==> src/rtl/calc_dir_pila.sv <==
// calc_dir_pila: two-stage pipelined effective/physical address calculator
// for BP-based stack addressing. Stage 1 forms the 16-bit offset and its
// wrap flag and picks the segment; stage 2 forms the 20-bit physical
// address. Valid/ready handshakes on both sides, in-order, with at most
// two requests in flight.
module calc_dir_pila (
    input  logic        CLK,
    input  logic        RST,
    input  logic        in_valid,
    output logic        in_ready,
    input  logic [1:0]  modo,
    input  logic [15:0] bp,
    input  logic [15:0] si,
    input  logic [15:0] di,
    input  logic [15:0] ss,
    input  logic        seg_ovr_en,
    input  logic [15:0] seg_ovr,
    input  logic [15:0] disp,
    input  logic        disp8,
    output logic        out_valid,
    input  logic        out_ready,
    output logic [15:0] ea,
    output logic [19:0] dir_fis,
    output logic        ea_wrap
);

    // Displacement widened to 19 signed bits; BP-only mode ignores it.
    function automatic logic [18:0] disp_ext(input logic [15:0] d,
                                             input logic        d8,
                                             input logic [1:0]  m);
        logic [18:0] r;
        r = 19'h00000;
        case (m)
            2'b11:   r = 19'h00000;
            default: begin
                if (d8) begin
                    r = {{11{d[7]}}, d[7:0]};
                end else begin
                    r = {{3{d[15]}}, d};
                end
            end
        endcase
        return r;
    endfunction

    // Index register selected by the addressing mode.
    function automatic logic [15:0] idx_sel(input logic [1:0]  m,
                                            input logic [15:0] s,
                                            input logic [15:0] d);
        logic [15:0] r;
        r = 16'h0000;
        case (m)
            2'b01:   r = s;
            2'b10:   r = d;
            default: r = 16'h0000;
        endcase
        return r;
    endfunction

    // Real-mode physical address: segment * 16 + offset, modulo 2^20.
    function automatic logic [19:0] phys_addr(input logic [15:0] seg,
                                              input logic [15:0] off);
        return {seg, 4'h0} + {4'h0, off};
    endfunction

    // Stage 1 state
    logic        s1_valid_q, s1_valid_d;
    logic [15:0] s1_ea_q,    s1_ea_d;
    logic        s1_wrap_q,  s1_wrap_d;
    logic [15:0] s1_seg_q,   s1_seg_d;
    // Stage 2 state (drives the outputs directly)
    logic        s2_valid_q, s2_valid_d;
    logic [15:0] s2_ea_q,    s2_ea_d;
    logic [19:0] s2_fis_q,   s2_fis_d;
    logic        s2_wrap_q,  s2_wrap_d;

    // Combinational stage-1 datapath
    logic [15:0] idx_s;
    logic [18:0] dext_s;
    logic [18:0] sum_s;
    logic [15:0] seg_sel_s;
    // Handshake control
    logic        s2_load_s;
    logic        s1_adv_s;
    logic        in_ready_s;
    logic        in_xfer_s;

    // Stage-1 arithmetic: the sum is kept 19 bits wide and signed so that
    // both underflow (bit 18) and overflow (bits 17:16) show up as wrap.
    always_comb begin
        idx_s     = idx_sel(modo, si, di);
        dext_s    = disp_ext(disp, disp8, modo);
        sum_s     = {3'b000, bp} + {3'b000, idx_s} + dext_s;
        seg_sel_s = ss;
        if (seg_ovr_en) begin
            seg_sel_s = seg_ovr;
        end else begin
            seg_sel_s = ss;
        end
    end

    // Pipeline control and next-state for both stages.
    always_comb begin
        s2_load_s  = (~s2_valid_q) | out_ready;
        s1_adv_s   = s1_valid_q & s2_load_s;
        in_ready_s = (~s1_valid_q) | s2_load_s;
        in_xfer_s  = in_valid & in_ready_s;

        s1_valid_d = s1_valid_q;
        s1_ea_d    = s1_ea_q;
        s1_wrap_d  = s1_wrap_q;
        s1_seg_d   = s1_seg_q;
        s2_valid_d = s2_valid_q;
        s2_ea_d    = s2_ea_q;
        s2_fis_d   = s2_fis_q;
        s2_wrap_d  = s2_wrap_q;

        if (in_ready_s) begin
            s1_valid_d = in_xfer_s;
        end else begin
            s1_valid_d = s1_valid_q;
        end
        if (in_xfer_s) begin
            s1_ea_d   = sum_s[15:0];
            s1_wrap_d = |sum_s[18:16];
            s1_seg_d  = seg_sel_s;
        end else begin
            s1_ea_d   = s1_ea_q;
        end

        if (s2_load_s) begin
            s2_valid_d = s1_valid_q;
        end else begin
            s2_valid_d = s2_valid_q;
        end
        if (s1_adv_s) begin
            s2_ea_d   = s1_ea_q;
            s2_fis_d  = phys_addr(s1_seg_q, s1_ea_q);
            s2_wrap_d = s1_wrap_q;
        end else begin
            s2_ea_d   = s2_ea_q;
        end
    end

    // Pipeline registers; reset empties both stages and zeroes the data.
    always_ff @(posedge CLK) begin
        if (RST) begin
            s1_valid_q <= 1'b0;
            s1_ea_q    <= 16'h0000;
            s1_wrap_q  <= 1'b0;
            s1_seg_q   <= 16'h0000;
            s2_valid_q <= 1'b0;
            s2_ea_q    <= 16'h0000;
            s2_fis_q   <= 20'h00000;
            s2_wrap_q  <= 1'b0;
        end else begin
            s1_valid_q <= s1_valid_d;
            s1_ea_q    <= s1_ea_d;
            s1_wrap_q  <= s1_wrap_d;
            s1_seg_q   <= s1_seg_d;
            s2_valid_q <= s2_valid_d;
            s2_ea_q    <= s2_ea_d;
            s2_fis_q   <= s2_fis_d;
            s2_wrap_q  <= s2_wrap_d;
        end
    end

    assign in_ready  = in_ready_s;
    assign out_valid = s2_valid_q;
    assign ea        = s2_ea_q;
    assign dir_fis   = s2_fis_q;
    assign ea_wrap   = s2_wrap_q;

endmodule

==> config.mk <==
export PLATFORM = sky130hd
export DESIGN_NAME = calc_dir_pila
export DESIGN_NICKNAME = d
export VERILOG_FILES = /design/src/rtl/calc_dir_pila.sv
export SDC_FILE = /design/constraint.sdc
export NUM_CORES = 1
export LEC_CHECK = 0
export CORE_MARGIN = 10
export CORE_UTILIZATION = 43
export CTS_BUF_LIST = sky130_fd_sc_hd__clkbuf_2 sky130_fd_sc_hd__clkbuf_4 sky130_fd_sc_hd__clkbuf_8
export DETAILED_ROUTE_END_ITERATION = 12
export GPL_TIMING_DRIVEN = 0
export PLACE_DENSITY_LB_ADDON = 0.3
export SYNTH_ARGS = -nofsm -noshare
export SYNTH_HDL_FRONTEND = slang
export SYNTH_SLANG_ARGS = --single-unit
==> constraint.sdc <==
create_clock -name CLK -period 12.45 [get_ports CLK]
set_input_delay 2.49 -clock CLK [delete_from_list [all_inputs] [get_ports CLK]]
set_output_delay 2.49 -clock CLK [all_outputs]
set_load 0.005 [all_outputs]
==> flow_results.org <==
** Clocking
- Clock tree synthesis found a total of between 60 and 70 sinks.
- CTS Hold Buffers Added :: 0
- Total setup buffers inserted after CTS :: 0
- Clk Latency, worst-skew pair :: 0.35 ns
- Post-cts repair resize count :: 0
- In this run the number of H-tree levels came out at 3.
- TritonCTS clock tree :: built
- The clock passes through at most 2 buffers.
- Clock-pin slew was measured on the worst setup and hold paths at 0.07 ns.
- The cell sitting at the root of the clock tree is a sky130_fd_sc_hd__clkbuf_8.
- Buffers inserted during clock tree synthesis total 9.

** GRT
- First-pass GRT wire length :: 22.67 mm
- The number of antenna violations at the first check in global routing was 0.
- In the global route stage, overall resource usage came out at 0.1842.
- Largest net degree at the start of global routing :: 12
- Via count of the first global-routing pass :: 4616
- Total gr overflow :: 0

** Final layout
- After filler insertion, the fill cell instance count of the layout stands at 975.
- The top cell types in the final layout, fill and taps aside, are sky130_fd_sc_hd__clkdlybuf4s50_1, sky130_fd_sc_hd__nand2_1, sky130_fd_sc_hd__dfxtp_1, sky130_fd_sc_hd__nor2_1, sky130_fd_sc_hd__a21oi_1.
- Compared with the post-synthesis result, the final layout area differs by 38.14%.
- Fraction of layout cells with a size suffix above 1 :: 0.04144
- Antenna fix cells :: 0
- The library cell used most frequently in the layout, excluding fill and tap cells, is sky130_fd_sc_hd__clkdlybuf4s50_1.
- Final cell count without fillers :: 860
- Layout Nets :: 873

** Synth
- EDFF count, synth :: 0
- Post-Syn Area :: 4626 um2
- The portion of synthesized area spent on multiplexers is 0.03679.
- The Yosys step of the flow raised 0 warnings.
- Simple logic cell fraction of the synthesized area :: 0.2091
- The fraction of the mapped netlist area in compound gates was 0.2153.
- The netlist uses 51 different library cells.
- Synthesized instance count :: 567
- Post-Synthesis Net Count :: 721
- In the synthesized netlist the async set-or-reset flop fraction comes to 0.
- After synthesis, the largest family of logic cells by area is compound AO/OA/AOI/OAI gates.
- In the synthesized netlist the dominant register cell turns out to be sky130_fd_sc_hd__dfxtp_1.
- Xor and xnor area share after synthesis :: 0.03219
- Area share of fa/ha/maj cells after synthesis :: 0.1645
- Dividing the synthesized area by the synthesized cell count gives just over 8 um2.
- Seq/Total Area, Yosys :: 0.2943
- #FFs+latches synth :: 68

** Die
- The die covers 15310 um2.
- For this design the top-level I/O count stands at approximately 140.
- Starting density of the core :: 0.4441
- From bottom edge to top edge, the die measures between 100 and 150 um.
- Chip Width :: 123.7 um
- After floorplanning, the core was divided into 37 placement rows.
- After floorplanning, the core was sized to cover 10420 um2.

** Setup path
- Cell repeated most along the worst path :: sky130_fd_sc_hd__a31oi_1
- Arrival time at the worst endpoint :: 6.50 ns
- Critical Path Slowest Stage Cell :: sky130_fd_sc_hd__fa_1
- For this run, the slowest stage of the critical path takes 0.52 ns.
- The worst setup path is of the primary input to flip-flop kind.
- Type of element launching the critical path :: primary input
- Critical Path Sink Type :: flip-flop
- Data required time of the worst path :: 12.66 ns
- Worst Path Max Fanout :: 10
- Ordered cell list for the critical path :: clkdlybuf4s50_1, inv_1, ha_1, clkbuf_1, clkbuf_1, a22oi_1, nor2_1, fa_1, ha_1, inv_1, fa_1, nor2b_4, o2111ai_4, a31oi_1, o21ai_0, a31oi_1, mux2i_1, a31oi_1

** Power and ir drop
- The internal power of the cells totals 443.5 uW.
- Switch share :: 0.3365
- For this design the ratio of total power to cell area is between 100 and 150 nW/um2.
- The analysis attributes to cell leakage a power of 2.587 nW.
- Summing internal, switching and leakage power gives ~670 uW.
- Of the total power, registers draw 0.380.
- Worst ir drop on vdd :: about 0.045 mV
- Summed over all nets, the switching power comes to 225.0 uW.
- Of the total power, the clock network draws 0.249.
- Of the total power, combinational logic draws 0.371.

** Place
- Once detailed placement completed, the half-perimeter wirelength came to 12.10 mm.
- Cell Count Post-Placement :: 844
- The count of buffers added on input and output ports is 141.
- Placer's final routability congestion estimate :: 0.9540
- OpenSTA, run right after detailed placement, puts the worst setup slack at 5.795 ns.

** STA
- Adding up every negative setup slack in the final design gives 0 ns.
- Hold slack :: 0.4539 ns
- Worst setup slack after layout :: about 6.2 ns
- Count of final max-slew check failures :: 0
- Minimum period implied by the final worst setup slack :: 6.292 ns
- Timing-limited maximum frequency :: 0.1589 GHz
- Actual transition at the worst max-transition pin :: 0.6321 ns
- Measured against its own limit, the worst slew margin works out to 0.5786.
- Final critical-path share of the clock period :: 0.5054
- Final Hold Viols :: 0
- Setup repair after global routing missed its margin :: no
- For the final database, setup skew stands at 0.009378 ns.
- Setup violations remaining at the end of the flow were counted as 0.

** Drt
- Drt total wl :: 14.29 mm
- Once detail routing completed, the nets flagged for antenna violations numbered 0.
- Count of TritonRoute iterations in the first routing pass :: 5
- For this block, the via count after detailed routing is 4595.
- After detailed routing, the number of vias per cell comes to 5.343.
- After detailed routing, the average wire length per cell comes to 16.61 um.
- Number of DRC markers in iteration 0 :: 285
- For this run, design rule violations remaining after detail routing come to 0.

** Worst hold path
- Hold crit path type :: flip-flop to flip-flop

** Flow run
- The tool flagged a number of max-cap violations equal to 0.

** Outcome
- The flow ran to the end, and the final reports show no timing, DRC or antenna violations.
-- registers in the layout, indices dropped and copies added, names as in the netlist --
register	cells
ea	16
ea_wrap	1
s1_valid_q	1
out_valid	1
s1_seg_q	16
s1_ea_q	16
s1_wrap_q	1
dir_fis	16
-- synthesized netlist by cell type, types with 2 or more instances --
cell type | n | area, um2
sky130_fd_sc_hd__a211oi_1 | 22 | 165.2
sky130_fd_sc_hd__a21boi_0 | 2 | 15.01
sky130_fd_sc_hd__a21o_1 | 10 | 75.07
sky130_fd_sc_hd__a21oi_1 | 55 | 275.3
sky130_fd_sc_hd__a22oi_1 | 16 | 120.1
sky130_fd_sc_hd__a31oi_1 | 7 | 43.79
sky130_fd_sc_hd__and2_1 | 2 | 12.51
sky130_fd_sc_hd__and3_1 | 4 | 25.02
sky130_fd_sc_hd__buf_1 | 4 | 15.01
sky130_fd_sc_hd__buf_2 | 3 | 15.01
sky130_fd_sc_hd__buf_4 | 4 | 30.03
sky130_fd_sc_hd__clkbuf_1 | 23 | 86.33
sky130_fd_sc_hd__dfxtp_1 | 68 | 1361
sky130_fd_sc_hd__fa_1 | 18 | 360.4
sky130_fd_sc_hd__ha_1 | 32 | 400.4
sky130_fd_sc_hd__inv_1 | 20 | 75.07
sky130_fd_sc_hd__mux2i_1 | 17 | 170.2
sky130_fd_sc_hd__nand2_1 | 75 | 281.5
sky130_fd_sc_hd__nand2b_1 | 11 | 68.82
sky130_fd_sc_hd__nand3_1 | 18 | 90.09
sky130_fd_sc_hd__nand3b_1 | 4 | 30.03
sky130_fd_sc_hd__nand4_1 | 4 | 25.02
sky130_fd_sc_hd__nor2_1 | 59 | 221.5
sky130_fd_sc_hd__nor2b_1 | 12 | 75.07
sky130_fd_sc_hd__nor3_1 | 9 | 45.04
sky130_fd_sc_hd__nor4b_1 | 2 | 17.52
sky130_fd_sc_hd__o2111ai_1 | 2 | 17.52
sky130_fd_sc_hd__o21a_1 | 4 | 30.03
sky130_fd_sc_hd__o21ai_0 | 13 | 65.06
sky130_fd_sc_hd__o21ai_1 | 4 | 20.02
sky130_fd_sc_hd__o31a_1 | 2 | 17.52
sky130_fd_sc_hd__o31ai_1 | 5 | 37.54
sky130_fd_sc_hd__or2_2 | 2 | 12.51
sky130_fd_sc_hd__or3_1 | 2 | 12.51
sky130_fd_sc_hd__xnor2_1 | 9 | 78.83
sky130_fd_sc_hd__xor2_1 | 8 | 70.07
-- kinds of logic after synthesis --
kind of cell    count (synthesis)
compound gates                152
xor+xnor                       17
fa+ha+maj                      50
buf+inv                        54
flops                          68
mux                            17
simple gates                  209
-- worst max-delay path, delay by kind of cell --
| family | cells | cell delay, ns |
|---|---|---|
| compound gates | 6 | 1.16 |
| buf+inv | 5 | 1.06 |
| simple gates | 2 | 0.28 |
| fa+ha+maj | 4 | 1.28 |
| mux | 1 | 0.21 |
-- stage by stage --
stage / utilization / area, um2
3_3_place_gp: 0.5959 / 6207
5_1_grt: 0.6135 / 6390
3_5_place_dp: 0.5959 / 6207
2_1_floorplan: - / 4626
6_report: 0.6135 / 6390
4_1_cts: 0.6135 / 6390
-- power groups by stage --
| stage | registers [mW] | logic (mW) | clock network, mW |
|---|---|---|---|
| 3_5_place_dp | 0.259 | 0.247 | 0 |
| 4_1_cts | 0.254 | 0.248 | 0.168 |
| 3_3_place_gp | 0.258 | 0.243 | 0 |
| 6_report | 0.254 | 0.248 | 0.167 |
| 2_1_floorplan | 0.253 | 0.159 | 0 |
| 5_1_grt | 0.256 | 0.277 | 0.177 |
-- layout make-up --
cell class	instances	area, um2	area share
Timing Repair Buffer	141	1411	0.2209
Multi-Input combinational cell	445	3043	0.4762
Inverter	20	75.07	0.01175
Sequential cell	68	1361	0.2130
Tap cell	136	170.2	0.02663
Clock buffer	12	158.9	0.02487
Buffer	34	146.4	0.02291
Clock inverter	4	23.77	0.003720
-- layer usage --
metal,vias up,wire (um),global-route usage
met2,163,7184,0.3315
li1,2299,-,-
met4,0,219,0.05750
met3,15,1040,0.04615
met1,2118,5844,0.2087
met5,-,0,0
-- worst paths after layout --
| path | cells past startpoint | slack, ns | endpoint | startpoint |
|---|---|---|---|---|
| max | 18 | 6.16 | s1_wrap_q | modo[0] |
| min | 2 | 0.45 | ea[12] | ea[12] |
| max reg2reg | 10 | 10.12 | dir_fis[18] | s1_ea_q[4] |
| min reg2reg | 2 | 0.45 | ea[12] | ea[12] |
Power figures use the tool's default switching activity.
